### config.mk
export PLATFORM = sky130hd
export DESIGN_NAME = stopwatch_ctrl
export DESIGN_NICKNAME = d
export VERILOG_FILES = /design/src/rtl/stopwatch_pkg.sv /design/src/rtl/edge_detect.sv /design/src/rtl/stopwatch_ctrl.sv
export SDC_FILE = /design/constraint.sdc
export NUM_CORES = 1
export LEC_CHECK = 0
export ABC_CLOCK_PERIOD_IN_PS = 5660
export BUFFER_PORTS_ARGS = -buffer_cell sky130_fd_sc_hd__buf_4
export CORE_AREA = 3 3 52 54
export DETAILED_ROUTE_END_ITERATION = 8
export DIE_AREA = 0 0 55 57
export PLACE_DENSITY = 0.72
export SETUP_SLACK_MARGIN = 0.05
export SYNTH_ARGS = -nofsm -noshare
export SYNTH_HDL_FRONTEND = slang
export SYNTH_HIERARCHICAL = 1
export SYNTH_SLANG_ARGS = --single-unit
### constraint.sdc
create_clock -name clk -period 5.66 [get_ports clk]
set_input_delay 0.566 -clock clk [delete_from_list [all_inputs] [get_ports clk]]
set_output_delay 0.566 -clock clk [all_outputs]
set_load 0.05 [all_outputs]
### src/rtl/stopwatch_pkg.sv
// Shared definitions for the stopwatch controller.
// Contents:
//   sw_state_t      - FSM state encoding, also shown on the debug LEDs
//   CLK_DIV_DEFAULT - clk cycles per tick (50 MHz in, 100 Hz tick out)
//   DIV_W           - width of the prescaler counter
//   isRunning()     - true in the states where the digit counters advance
package stopwatch_pkg;

  typedef enum logic [1:0] {
    IDLE  = 2'd0,
    RUN   = 2'd1,
    PAUSE = 2'd2,
    LAP   = 2'd3
  } sw_state_t;

  localparam int CLK_DIV_DEFAULT = 500000;
  localparam int DIV_W           = 20;

  function automatic logic isRunning(input sw_state_t s);
    return (s == RUN) || (s == LAP);
  endfunction

endpackage

### src/rtl/edge_detect.sv
// Rising-edge detector for one clk-synchronous, debounced button level.
// Ports:
//   clk     - system clock
//   reset   - synchronous active-high reset
//   level_i - button level
//   event_o - high for the one cycle in which the level goes 0 -> 1
module edge_detect (
  input  logic clk,
  input  logic reset,
  input  logic level_i,
  output logic event_o
);

  logic prev_q;

  // History resets to 1 so a button that is held while reset releases
  // looks like it was already high and produces no event.
  always_ff @(posedge clk) begin
    if (reset) begin
      prev_q <= 1'b1;
    end else begin
      prev_q <= level_i;
    end
  end

  assign event_o = level_i & ~prev_q;

endmodule

### src/rtl/stopwatch_ctrl.sv
// Stopwatch control FSM with tick prescaler.
// Ports:
//   clk, reset  - system clock, synchronous active-high reset
//   start_stop  - button level, rising edge toggles run/pause
//   lap         - button level, rising edge toggles the frozen lap display
//   clr         - button level, rising edge clears the counters (IDLE/PAUSE)
//   tick        - one-cycle increment pulse for the first digit counter
//   cnt_enable  - digit counter enable, high in RUN and LAP
//   cnt_clear   - digit counter clear, held during reset, pulsed on clear
//   freeze      - display latch hold, high in LAP
//   state       - current FSM state for debug LEDs
module stopwatch_ctrl
  import stopwatch_pkg::*;
#(
  parameter int CLK_DIV = CLK_DIV_DEFAULT
) (
  input  logic       clk,
  input  logic       reset,
  input  logic       start_stop,
  input  logic       lap,
  input  logic       clr,
  output logic       tick,
  output logic       cnt_enable,
  output logic       cnt_clear,
  output logic       freeze,
  output logic [1:0] state
);

  localparam logic [DIV_W-1:0] DIV_MAX = DIV_W'(CLK_DIV - 1);

  logic             ssEvt;
  logic             lapEvt;
  logic             clrEvt;

  sw_state_t        state_q, state_d;
  logic [DIV_W-1:0] div_q, div_d;
  logic             tick_q, tick_d;
  logic             clear_q, clear_d;

  edge_detect u_edgeStartStop (
    .clk     (clk),
    .reset   (reset),
    .level_i (start_stop),
    .event_o (ssEvt)
  );

  edge_detect u_edgeLap (
    .clk     (clk),
    .reset   (reset),
    .level_i (lap),
    .event_o (lapEvt)
  );

  edge_detect u_edgeClr (
    .clk     (clk),
    .reset   (reset),
    .level_i (clr),
    .event_o (clrEvt)
  );

  // Next state: only the highest-priority event of a cycle is considered,
  // so a clr arriving with start_stop swallows the start_stop even in the
  // states where clr itself does nothing.
  always_comb begin
    state_d = state_q;
    clear_d = 1'b0;
    if (clrEvt) begin
      if (state_q == IDLE || state_q == PAUSE) begin
        state_d = IDLE;
        clear_d = 1'b1;
      end
    end else if (ssEvt) begin
      case (state_q)
        IDLE:    state_d = RUN;
        RUN:     state_d = PAUSE;
        LAP:     state_d = PAUSE;
        PAUSE:   state_d = RUN;
        default: state_d = IDLE;
      endcase
    end else if (lapEvt) begin
      case (state_q)
        RUN:     state_d = LAP;
        LAP:     state_d = RUN;
        default: state_d = state_q;
      endcase
    end
  end

  // Prescaler: counts every cycle spent running. If the terminal count is
  // reached on the very edge that leaves the running states, the count is
  // parked at its last value instead of wrapping, so the tick is not lost:
  // it is issued one cycle after the run resumes, and tick stays 0 in PAUSE.
  always_comb begin
    div_d  = div_q;
    tick_d = 1'b0;
    if (clear_d) begin
      div_d = '0;
    end else if (isRunning(state_q)) begin
      if (div_q == DIV_MAX) begin
        if (isRunning(state_d)) begin
          div_d  = '0;
          tick_d = 1'b1;
        end
      end else begin
        div_d = div_q + DIV_W'(1);
      end
    end
  end

  // cnt_clear is held high through reset so the downstream digit counters
  // are cleared together with the controller.
  always_ff @(posedge clk) begin
    if (reset) begin
      state_q <= IDLE;
      div_q   <= '0;
      tick_q  <= 1'b0;
      clear_q <= 1'b1;
    end else begin
      state_q <= state_d;
      div_q   <= div_d;
      tick_q  <= tick_d;
      clear_q <= clear_d;
    end
  end

  assign tick       = tick_q;
  assign cnt_clear  = clear_q;
  assign cnt_enable = isRunning(state_q);
  assign freeze     = (state_q == LAP);
  assign state      = state_q;

endmodule

# After elaboration in Yosys (flattened, before gate mapping)
# Index checks and enable logic that the tools add are counted.
[word_totals]
wordCells = 43
output_inout_bits = 6
in_bits = 5
reg_bits = 27
[op_classes]
n_mux = 11
add_sub_neg = 1
n_eq_ne = 7
n_reduce_logical = 9
n_bitwise = 8
[op_table]
columns = ["cell", "count"]
rows = [
  ["$mux 20", 2],
  ["$add 20x1->20 const B", 1],
  ["$eq 20x19->1 const B", 1],
  ["$mux 2", 4],
  ["$pmux 2 s2", 2],
  ["$eq 2x2->1 const B", 3],
  ["$reduce_or 2->1", 3],
  ["$not 1->1", 5],
  ["$eq 2x1->1 const B", 2],
  ["$reduce_or 4->1", 1],
  ["$and 1x1->1", 3],
  ["$logic_or 1x1->1", 3],
  ["$mux 1", 3],
  ["$logic_not 2->1", 1],
  ["$ne 2x1->1 const B", 1],
  ["$reduce_and 2->1", 1],
]

# Logic depth before layout (Yosys ltp)
[logic_depth]
depth_word = 9
depth_mapped = 7
ltp_nobuf = 6

# Hierarchy
# Netlist, hierarchy kept.
[by_module_without_submodules]
columns = ["module", "cells_each", "n_inst", "seq_area_each_um2", "area_each_um2"]
rows = [
  ["stopwatch_ctrl", 134, 1, 480.5, 1149.9],
  ["edge_detect", 3, 3, 20.0, 32.5],
]

# Least setup slack after synthesis
# OpenSTA, ideal clock, no wires.
[synth_path]
kind = "input -> register"
from = "input clr"
to = "register div_q[17]"
required_ns = 5.590
arrival_ns = 1.983
cell_stages = 6
slack_ns = 3.607
path_cell_list = "nor2b_1 > nand2b_1 > nor3_1 > a2111o_1 > or4_1 > a21oi_1"
[synth_between]
elab_chain_cells = 6
[synth_lines]
columns = ["item", "line_no", "source"]
rows = [
  ["from (decl)", "stopwatch_ctrl.sv:21", "input logic clr,"],
  ["$and 1x1->1 (*)", "edge_detect.sv:26", "assign event_o = level_i & ~prev_q;"],
  ["$mux 2", "stopwatch_ctrl.sv:67", "if (clrEvt) begin"],
  ["$eq 2x1->1 / $eq 2x2->1 (equally long branches)", "stopwatch_pkg.sv:20", "return (s == RUN) || (s == LAP);"],
  ["$logic_or 1x1->1", "stopwatch_pkg.sv:20", ""],
  ["$ne 2x1->1 (no line)", "-", ""],
  ["$reduce_and 2->1 (no line)", "-", ""],
  ["to (signal assigned)", "stopwatch_ctrl.sv:120", "div_q <= div_d;"],
  ["to (decl)", "stopwatch_ctrl.sv:36", "logic [DIV_W-1:0] div_q, div_d;"],
]
# Mark *: on every way between the ends. The rest lies on a longest branch, timed or not.
# A chain may end at the register's enable or synchronous reset.

# Worst setup path after layout
[layout_path]
from = "register div_q[0]"
to = "register div_q[17]"
[layout_between]
elab_chain_cells = 3
[layout_lines]
columns = ["item"]
rows = [
  ["branches (longest 3 deep; another with $add 20x1->20)"],
]
# Several ways; the timed one is not identified.

==> flow_summary.yaml <==
routing:
  wl_per_cell_um: 12.5
  via_per_inst: 5.65
  drc: 0
  drt_iter0_drc: 26
  drt_wl_total_mm: 2.27
  vias: 1023
  ant_nets: 0
  drtPass1Iterations: 4
die:
  die_h_um: 57
  initial_core_util: 0.553
  die_x_um: 55
  die_area_um2: 3140
  core_um2: 2250
  num_rows: 17
  ios: 11
synth:
  synth_nets: 149
  synth_area_um2: 1250
  synth_top_area_share: 0.433
  synthCells: 143
  synth.avg_cell_area_um2: 8.72
  synth.area.top_cells: "dfxtp_1, xnor2_1, nor2_1, a21oi_1, nand3_1"
  synth-edff-count: 0
  ys_types: 37
  synthArstFlopShare: 0
  yosysMostFrequentCell: "dfxtp_1"
  yosys_warnings: 6
  yosys_register_bits: 27
  seq_area_frac_synth: 0.433
  yosys_most_used_dff: "dfxtp_1"
  synth_top_area_cell: "dfxtp_1"
  synth_common_cells: "dfxtp_1, nor2_1, a21oi_1"
worst_hold_path:
  worstHoldPathType: "in -> reg"
  hold_end: "state[0]"
  worstHoldStart: "reset"
  hold_depth: 2
power:
  p_leak_nw: 0.449
  ir_drop_v: 0.000159
  power_density_nw_per_um2: 217
cts:
  cts.sinks: 27
  tritoncts: "yes"
  clk_pin_slew_ns: 0.14
  insertion_delay_ns: 0.32
  cts_max_level: 1
  post-cts-setup-buffer-count: 0
  hold_buffers: 0
  cts_resized: 0
  clk_path_buf_depth: 2
  cts_buffers: 3
  clockRootBuffer: "clkbuf_4"
layout:
  fin_nets: 160
  regArea_um2: 541
  layout.cells.non_filler: 181
  fin_util: 0.603
  fill_cells: 222
  area_delta_synth_final_pct: 9.03
  antenna_cells: 0
  multiInputGateArea_um2: 676
  final_layout_size_suffix_gt1_frac: 0.144
timing:
  worst_pin_slew_ns: 0.724
  rsz0062_at_grt: "false"
  max_freq_mhz: 497
  slew_viol_final: 0
  post-route-period-util: 0.356
  final.setup.tns_ns: 0
  finalClockSkew_ns: 0.00390
  fin_crit_ns: 2.01
  maxSlewHeadroom: 0.517
  finalSetupViolCount: 0
  hold_violations: 0
status:
  run_status: "finished clean"
setup_path:
  crit_path_start_kind: "register"
  worst_r2r_path_depth: 6
  critical_path_class: "reg -> reg"
  end_kind: "register"
  cp_max_fo: 8
  arrival_ns: 2.26
  r2r_end: "div_q[17]"
  r2r_setup_slack_ns: 3.65
  required_ns: 5.91
  reg2reg_from: "div_q[0]"
place:
  hpwl_mm: 1.64
  io_buffers: 10
  dp.cells: 177
  gp_congestion: 0.803
grt:
  grt_pass1_vias: 1014
  antenna_found_initial: 0
  grt_pass1_wl_mm: 4.19
  gr-total-overflow: 0
  grt_usage: 0.173
  grt_max_degree: 19
flow_run:
  cap_violations: 0
-- worst max-delay path: stages (launching register included) --
cell	delay (ns)
dfxtp_1	0.36
ha_1	0.24
nand4_1	0.12
nor3_1	0.10
a2111o_1	0.53
or4_1	0.44
a21oi_1	0.16
-- layout by cell type (no fill, tap or decap), types with 2 or more instances in the layout --
| cell type | count |
|---|---|
| dfxtp_1 | 27 |
| nor2_1 | 20 |
| a21oi_1 | 12 |
| buf_4 | 10 |
| nand3_1 | 9 |
| xnor2_1 | 9 |
| nand2_1 | 8 |
| nor3_1 | 5 |
| o21ai_0 | 5 |
| nand4_1 | 4 |
| nor2b_1 | 4 |
| xor2_1 | 3 |
| or3_1 | 3 |
| clkbuf_4 | 3 |
| or2_1 | 3 |
| inv_1 | 2 |
| a21o_2 | 2 |
| nor4b_1 | 2 |
| nand2b_1 | 2 |
| o31ai_1 | 2 |
| or4_1 | 2 |
-- logic make-up (layout without fill, tap and decap cells) --
logic type	Yosys count	in the layout	synth area share
xor+xnor	12	12	0.0843
flops	27	27	0.433
simple gates	72	72	0.322
buf+inv	6	16	0.0251
fa+ha+maj	1	1	0.0100
compound gates	25	25	0.125
-- where the power goes --
group          switching [mW]  internal (mW)  leakage [nW]
clock network          0.0535         0.0276        0.0150
logic                  0.0118        0.00689         0.215
registers             0.00230          0.193         0.219
-- through the flow --
step | hold WS [ns] | power, mW | worst slack [ns] | area (um2)
CTS | 0.416 | 0.299 | 3.62 | 1360
global placement | 0.471 | 0.218 | 3.43 | 1330
floorplan | 0.453 | 0.212 | 3.61 | 1250
finish | 0.424 | 0.295 | 3.65 | 1360
global route | 0.419 | 0.308 | 3.48 | 1360
detailed placement | 0.484 | 0.218 | 3.33 | 1330
-- sequential cells by signal, summed over array words and instances (netlist names), named ones only --
name	cells
div_q	20
u_edgeClr/prev_q	1
state	1
u_edgeLap/prev_q	1
u_edgeStartStop/prev_q	1
tick	1
cnt_clear	1
-- final cells by class --
type	count	share of cell area
flip-flops and latches	27	0.397
well taps	28	0.0258
inverters	2	0.00552
repair buffers	10	0.0552
multi-input cells	110	0.497
clock buffers	4	0.0193
-- metal layers --
layer | share of wire | wire, um | GRT usage | up-vias
met5 | 0 | 0 | 0 | -
met3 | 0.032 | 73 | 0.0261 | 4
met4 | 0.016 | 36 | 0.0625 | 0
met1 | 0.47 | 1060 | 0.221 | 471
li1 | - | - | - | 529
met2 | 0.48 | 1100 | 0.289 | 19
-- worst max-delay path by stage --
stage               startpoint        end  slack [ns]  cells past startpoint
CTS                   div_q[8]   div_q[8]        3.62                      5
finish                div_q[0]  div_q[17]        3.65                      6
floorplan                  clr  div_q[17]        3.61                      6
global placement           clr  div_q[17]        3.43                      7
global route          div_q[8]   div_q[6]        3.48                      5
detailed placement         clr  div_q[17]        3.33                      7
Power figures use the tool's default switching activity.
